<file path="src/rtl/connect4_pkg.sv">
// Shared Connect Four constants, colour/state enums and HID keycodes used by
// the move sequencer and its column-height storage.
package connect4_pkg;
    localparam int NUM_COLS = 7;
    localparam int NUM_ROWS = 6;
    localparam int COL_W    = 3;
    localparam int ROW_W    = 3;
    localparam int MOVES_W  = 6;

    typedef enum logic {
        RED   = 1'b0,
        BLACK = 1'b1
    } color_t;

    typedef enum logic [1:0] {
        WAIT_KEY = 2'd0,
        PLACE    = 2'd1,
        CHECK    = 2'd2,
        OVER     = 2'd3
    } state_t;

    localparam logic [7:0] KEY_COL0     = 8'h1E;
    localparam logic [7:0] KEY_COL1     = 8'h1F;
    localparam logic [7:0] KEY_COL2     = 8'h20;
    localparam logic [7:0] KEY_COL3     = 8'h21;
    localparam logic [7:0] KEY_COL4     = 8'h22;
    localparam logic [7:0] KEY_COL5     = 8'h23;
    localparam logic [7:0] KEY_COL6     = 8'h24;
    localparam logic [7:0] KEY_NEW_GAME = 8'h2C;
endpackage

</file>
<file path="src/rtl/drop_turn_controller_if.sv">
// Placement request / win-check handshake between the move sequencer (master)
// and the board storage plus win checker (slave).
interface drop_turn_controller_if;
    import connect4_pkg::*;

    logic               place_valid;
    logic [COL_W-1:0]   place_col;
    logic [ROW_W-1:0]   place_row;
    logic               place_color;
    logic               place_ack;
    logic               check_done;
    logic               win_found;

    modport master (
        output place_valid, place_col, place_row, place_color,
        input  place_ack, check_done, win_found
    );

    modport slave (
        input  place_valid, place_col, place_row, place_color,
        output place_ack, check_done, win_found
    );
endinterface

</file>
<file path="src/rtl/column_heights.sv">
// Per-column fill counters: saturating increment, bulk clear, one read port
// and a full flag per column.
module column_heights
    import connect4_pkg::*;
#(
    parameter int NUM_COLS = connect4_pkg::NUM_COLS,
    parameter int NUM_ROWS = connect4_pkg::NUM_ROWS
) (
    input  logic                frame_clk,
    input  logic                Reset,
    input  logic                inc_en,
    input  logic [COL_W-1:0]    inc_col,
    input  logic                clr,
    input  logic [COL_W-1:0]    rd_col,
    output logic [ROW_W-1:0]    rd_height,
    output logic [NUM_COLS-1:0] full
);
    localparam logic [ROW_W-1:0] ROWS_MAX = ROW_W'(NUM_ROWS);

    logic [ROW_W-1:0] height_q [NUM_COLS];

    always_ff @(posedge frame_clk) begin
        if (Reset || clr) begin
            for (int i = 0; i < NUM_COLS; i++) begin
                height_q[i] <= '0;
            end
        end else if (inc_en && !full[inc_col]) begin
            height_q[inc_col] <= height_q[inc_col] + 1'b1;
        end
    end

    for (genvar g = 0; g < NUM_COLS; g++) begin : g_full
        assign full[g] = (height_q[g] == ROWS_MAX);
    end

    assign rd_height = height_q[rd_col];
endmodule

</file>
<file path="src/rtl/drop_turn_controller.sv">
// Connect Four move sequencer: edge-detects column keys, issues one placement
// per accepted press, waits for the win verdict, then passes the turn.
module drop_turn_controller
    import connect4_pkg::*;
#(
    parameter int NUM_COLS = connect4_pkg::NUM_COLS,
    parameter int NUM_ROWS = connect4_pkg::NUM_ROWS
) (
    input  logic                   frame_clk,
    input  logic                   Reset,
    input  logic [7:0]             keycode,
    drop_turn_controller_if.master bus,
    output logic                   turn,
    output logic                   invalid,
    output logic                   game_over,
    output logic                   winner_valid,
    output logic                   winner
);
    localparam logic [MOVES_W-1:0] MAX_MOVES = MOVES_W'(NUM_COLS * NUM_ROWS);

    state_t                state;
    logic [7:0]            keycode_p1;
    logic [MOVES_W-1:0]    moves;
    logic                  press;
    logic                  key_is_col;
    logic [COL_W-1:0]      key_col;
    logic                  new_game;
    logic                  inc_en;
    logic                  clr_heights;
    logic [ROW_W-1:0]      col_height;
    logic [NUM_COLS-1:0]   col_full;

    // A press is a change to a non-zero code; a held key never repeats.
    assign press = (keycode != keycode_p1) && (keycode != 8'h00);

    always_comb begin
        key_is_col = 1'b1;
        key_col    = '0;
        case (keycode)
            KEY_COL0: key_col = 3'd0;
            KEY_COL1: key_col = 3'd1;
            KEY_COL2: key_col = 3'd2;
            KEY_COL3: key_col = 3'd3;
            KEY_COL4: key_col = 3'd4;
            KEY_COL5: key_col = 3'd5;
            KEY_COL6: key_col = 3'd6;
            default:  key_is_col = 1'b0;
        endcase
    end

    assign new_game    = press && (keycode == KEY_NEW_GAME);
    assign inc_en      = (state == PLACE) && bus.place_valid && bus.place_ack;
    assign clr_heights = (state == OVER) && new_game;

    column_heights #(
        .NUM_COLS (NUM_COLS),
        .NUM_ROWS (NUM_ROWS)
    ) u_heights (
        .frame_clk (frame_clk),
        .Reset     (Reset),
        .inc_en    (inc_en),
        .inc_col   (bus.place_col),
        .clr       (clr_heights),
        .rd_col    (key_col),
        .rd_height (col_height),
        .full      (col_full)
    );

    always_ff @(posedge frame_clk) begin
        if (Reset) begin
            state           <= WAIT_KEY;
            keycode_p1      <= 8'h00;
            moves           <= '0;
            turn            <= RED;
            invalid         <= 1'b0;
            game_over       <= 1'b0;
            winner_valid    <= 1'b0;
            winner          <= RED;
            bus.place_valid <= 1'b0;
            bus.place_col   <= '0;
            bus.place_row   <= '0;
            bus.place_color <= RED;
        end else begin
            keycode_p1 <= keycode;
            invalid    <= 1'b0;
            case (state)
                WAIT_KEY: begin
                    if (press && key_is_col) begin
                        if (col_full[key_col]) begin
                            invalid <= 1'b1;
                        end else begin
                            bus.place_col   <= key_col;
                            bus.place_row   <= col_height;
                            bus.place_color <= turn;
                            bus.place_valid <= 1'b1;
                            state           <= PLACE;
                        end
                    end
                end
                PLACE: begin
                    if (bus.place_valid && bus.place_ack) begin
                        bus.place_valid <= 1'b0;
                        moves           <= moves + 1'b1;
                        state           <= CHECK;
                    end
                end
                CHECK: begin
                    // moves already includes the placement being judged.
                    if (bus.check_done) begin
                        if (bus.win_found) begin
                            game_over    <= 1'b1;
                            winner_valid <= 1'b1;
                            winner       <= turn;
                            state        <= OVER;
                        end else if (moves == MAX_MOVES) begin
                            game_over    <= 1'b1;
                            winner_valid <= 1'b0;
                            state        <= OVER;
                        end else begin
                            turn  <= ~turn;
                            state <= WAIT_KEY;
                        end
                    end
                end
                OVER: begin
                    if (new_game) begin
                        moves        <= '0;
                        turn         <= RED;
                        game_over    <= 1'b0;
                        winner_valid <= 1'b0;
                        winner       <= RED;
                        state        <= WAIT_KEY;
                    end
                end
                default: state <= WAIT_KEY;
            endcase
        end
    end
endmodule

</file>
<file path="src/flat_wrapper.sv">
// flat-port wrapper written by rule: the top's interface ports become plain ports
module drop_turn_controller_flat import connect4_pkg::*;
#(
    parameter int NUM_COLS = connect4_pkg::NUM_COLS,
    parameter int NUM_ROWS = connect4_pkg::NUM_ROWS
)
  (frame_clk, Reset, keycode, turn, invalid, game_over, winner_valid, winner, bus_place_valid, bus_place_col, bus_place_row, bus_place_color, bus_place_ack, bus_check_done, bus_win_found);
  drop_turn_controller_if bus_i ();
  input  logic frame_clk;
  input  logic Reset;
  input  logic [7:0] keycode;
  output logic turn;
  output logic invalid;
  output logic game_over;
  output logic winner_valid;
  output logic winner;
  output wire logic [$bits(bus_i.place_valid)-1:0] bus_place_valid;
  output wire logic [$bits(bus_i.place_col)-1:0] bus_place_col;
  output wire logic [$bits(bus_i.place_row)-1:0] bus_place_row;
  output wire logic [$bits(bus_i.place_color)-1:0] bus_place_color;
  input wire logic [$bits(bus_i.place_ack)-1:0] bus_place_ack;
  input wire logic [$bits(bus_i.check_done)-1:0] bus_check_done;
  input wire logic [$bits(bus_i.win_found)-1:0] bus_win_found;
  assign bus_place_valid = bus_i.place_valid;
  assign bus_place_col = bus_i.place_col;
  assign bus_place_row = bus_i.place_row;
  assign bus_place_color = bus_i.place_color;
  assign bus_i.place_ack = bus_place_ack;
  assign bus_i.check_done = bus_check_done;
  assign bus_i.win_found = bus_win_found;
  drop_turn_controller #(.NUM_COLS(NUM_COLS), .NUM_ROWS(NUM_ROWS)) u_core (.frame_clk(frame_clk), .Reset(Reset), .keycode(keycode), .bus(bus_i), .turn(turn), .invalid(invalid), .game_over(game_over), .winner_valid(winner_valid), .winner(winner));
endmodule
</file>
<file path="config.mk">
export PLATFORM = sky130hd
export DESIGN_NAME = drop_turn_controller_flat
export DESIGN_NICKNAME = d
export VERILOG_FILES = /design/src/rtl/connect4_pkg.sv /design/src/rtl/drop_turn_controller_if.sv /design/src/rtl/column_heights.sv /design/src/rtl/drop_turn_controller.sv /design/src/flat_wrapper.sv
export SDC_FILE = /design/constraint.sdc
export NUM_CORES = 1
export LEC_CHECK = 0
export CAP_MARGIN = 20
export CORE_UTILIZATION = 47
export CTS_BUF_LIST = sky130_fd_sc_hd__clkbuf_8
export DETAILED_ROUTE_END_ITERATION = 10
export DONT_BUFFER_PORTS = 1
export GPL_TIMING_DRIVEN = 0
export PLACE_DENSITY_LB_ADDON = 0.3
export SETUP_SLACK_MARGIN = 0.2
export SKIP_LAST_GASP = 1
export SLEW_MARGIN = 20
export SYNTH_ARGS = -nofsm -noshare
export SYNTH_HDL_FRONTEND = slang
export SYNTH_SLANG_ARGS = --single-unit
</file>
<file path="constraint.sdc">
create_clock -name frame_clk -period 3.7 [get_ports frame_clk]
set_clock_uncertainty 0.2 [all_clocks]
set_input_delay 0.74 -clock frame_clk [delete_from_list [all_inputs] [get_ports frame_clk]]
set_output_delay 0.74 -clock frame_clk [all_outputs]
set_load 0.005 [all_outputs]
</file>
==> flow_summary.toml <==
[final_layout]
syn_to_final_growth_pct = 7.13
finish.utilization_pct = 52.7
nFillCells = 583
regArea_mm2 = 0.00133
stdcell_area_mm2 = 0.00336
fin_nets = 356
multi_input_area_mm2 = 0.00167
drive_above_1_share_pct = 10.6
antenna-diode-count = 0

[route]
ant_nets = 0
wl_um = 7580
first_pass_iters = 5
drt-initial-drc-count = 242
wl_per_cell_um = 18.1
drc_errors = 0
vias_per_cell = 6.24
vias = 2608

[pwr]
power-per-cell-area_mw_per_mm2 = 345
total_power_uw = 1160
ir_worst_vdd_v = 0.000218
p_leak_uw = 0.00116

[job]
cap_violations = 0

[sta]
max_freq_ghz = 0.336
hold_slack_ns = 0.285
hold_viol = 0
period_needed_ns = 2.97
slew_violations = 0
tightest_slew_ns = 0.827
slew_headroom_pct = 44.1
finalCritPeriodShare_pct = 80.3
setup_viol = 0
fin_tns_setup_ns = 0
rsz0062_at_grt = "no"

[grt]
grt_max_degree = 19
grt_pass1_wl_um = 12700
grt_pass1_vias = 2561
gr-total-overflow = 0
grtUsageTotal_pct = 22.7
grt_antenna_before_repair = 0

[logic_synthesis]
synthTopCellsByCount = "dfxtp_1 (35), nand2_1 (35), nor2_1 (32)"
ys_top_cells_by_area = "dfxtp_1 (22%), edfxtp_1 (20%), mux4_2 (5.0%)"
synth.top_cell.area_share_pct = 22.3
syn_inst = 332
synthesis.area_mm2 = 0.00314
synth-seq-cells = 56
synth_edf_count = 21
synth_fp_nets = 348
synthFlopType = "dfxtp_1"
synth_top_family_by_area = "simple AND/OR/NAND/NOR gates"
yosysUniqueCellTypes = 58
synth-compound-area-share_pct = 13.3
avgSynthCellArea_um2 = 9.46
synth_top_area_cell = "dfxtp_1"
synthXorXnorAreaFrac_pct = 2.51
synthArstFlopShare_pct = 0
ys_warn_count = 0
yosys.area_share.simple_pct = 24.8
ys_seq_area_share_pct = 42.4
synth_adder_area_share_pct = 1.20
muxShareOfSynthArea_pct = 11.0

[placed_design]
gp_congestion = 0.874
dpl_cell_area_mm2 = 0.00325
dp_hpwl_um = 5720
port_buffers = 0

[clock_network]
cts_inserted_buffers = 5
cts_resized = 0
htreeDepth = 2
clock_sinks = 56
cts_tree = "built"
clockBufferDepth = 2
clock-root-buffer = "clkbuf_8"
clkTransAtPathRegs_ns = 0.11
postCtsSetupRepairBufs = 0
ctsHoldBuffers = 0
clk_latency_ns = 0.31

[critical_path]
cp-end-kind = "flip-flop"
crit_type = "primary input to flip-flop"
path_max_fanout = 10
cp_data_arrival_time_ns = 2.79
reg2reg_depth = 8
cp-start-kind = "primary input"
cp.required_ns = 3.52

[status]
outcome = "finished, final reports clean"

[floorplanning]
initial_utilization_pct = 49.2
die_h_um = 83.7
io_pins = 26
fp.dieArea_mm2 = 0.00701
rows = 29
die_width_um = 83.7
core_mm2 = 0.00639

[hold_path]
hold_path_class = "flip-flop to flip-flop"
holdPathStages = 2
cell families (layout without fill, tap and decap cells):
group	Yosys count	count (layout)
muxes	25	25
and+or+nand+nor	147	147
adders and majority gates	3	3
xor gates and xnor gates	9	9
buffers and inverters	34	43
AOI/OAI and AO/OA	58	58
DFF	56	56
path summary, 6_finish.rpt:
path,startpoint,to,slack (ns)
max,keycode[2],u_core.u_heights.height_q[3][1]$_SDFFCE_PN0P_,0.73
min,u_core.bus.place_color$_SDFFE_PP0N_,u_core.bus.place_color$_SDFFE_PP0N_,0.28
max reg2reg,flip-flop,u_core.u_heights.height_q[7][2]$_DFFE_PP_,0.78
min reg2reg,u_core.bus.place_color$_SDFFE_PP0N_,u_core.bus.place_color$_SDFFE_PP0N_,0.28
registers in the layout (all words and copies together) (netlist names), 2 cells and up, named ones only:
name / count
u_core.bus.place_row: 3
u_core.u_heights.height_q: 24
u_core.keycode_p1: 8
u_core.bus.place_col: 3
u_core.moves: 6
u_core.state: 2
final cells by class:
| class | count | area share [%] |
|---|---|---|
| multi-input cells | 242 | 49.6 |
| flip-flops and latches | 56 | 39.6 |
| plain buffers | 20 | 2.86 |
| well taps | 77 | 2.86 |
| clock buffers | 5 | 2.05 |
| inverters | 14 | 1.56 |
| clock inverters | 3 | 1.38 |
| repair buffers | 1 | 0.149 |
cell usage in the layout, fill, tap and decap left out, types with 2 or more instances in the layout:
cell and instances:
buf_6 2, nor4_1 4, nand2b_1 6, or3_1 4
o22ai_1 2, mux2_2 2, o31ai_1 5, o21ai_0 9
inv_1 13, or4_1 3, buf_2 3, a31oi_1 2
xor2_1 9, nand4_1 6, o2111ai_1 6, edfxtp_1 21
mux2i_1 15, mux4_2 7, ha_1 3, nand3b_1 12
o32ai_1 3, clkbuf_1 15, a2111o_1 2, nand3_1 13
and2_1 3, dfxtp_1 35, nor2_1 32, a21oi_1 13
nand2_1 35, a31o_2 3, clkbuf_8 5, nor2b_1 12
nor3_1 4, or2_2 3, nor4b_1 2
per-stage QoR:
stage,worst slack (ns),std cells
floorplan,0.731,332
global placement,-0.144,409
detailed placement,0.374,410
CTS,0.722,418
global route,0.410,418
finish,0.728,418
layer usage:
| metal | share of wire, % | vias to the layer above | track usage [%] |
|---|---|---|---|
| met2 | 49 | 98 | 37.8 |
| li1 | - | 1241 | - |
| met1 | 44 | 1259 | 30.7 |
| met3 | 6.5 | 10 | 3.86 |
| met4 | 1.3 | 0 | 5.70 |
| met5 | 0 | - | 0 |
worst max-delay path: stages:
cell and delay, ns:
buf_2 0.16, xor2_1 0.18, nor4_1 0.34, nand2_1 0.20
a41oi_1 0.43, clkbuf_1 0.43, o21ai_0 0.32
where the power goes:
| group | total, µW | internal, µW | leakage (µW) | switching [µW] |
|---|---|---|---|---|
| clock network | 416 | 204 | 0.0000548 | 212 |
| registers | 661 | 650 | 0.000495 | 11.2 |
| logic | 82.8 | 32.2 | 0.000608 | 50.7 |
| total | 1160 | 886 | 0.00116 | 274 |
Note: power is estimated with default switching activity, not from simulation.
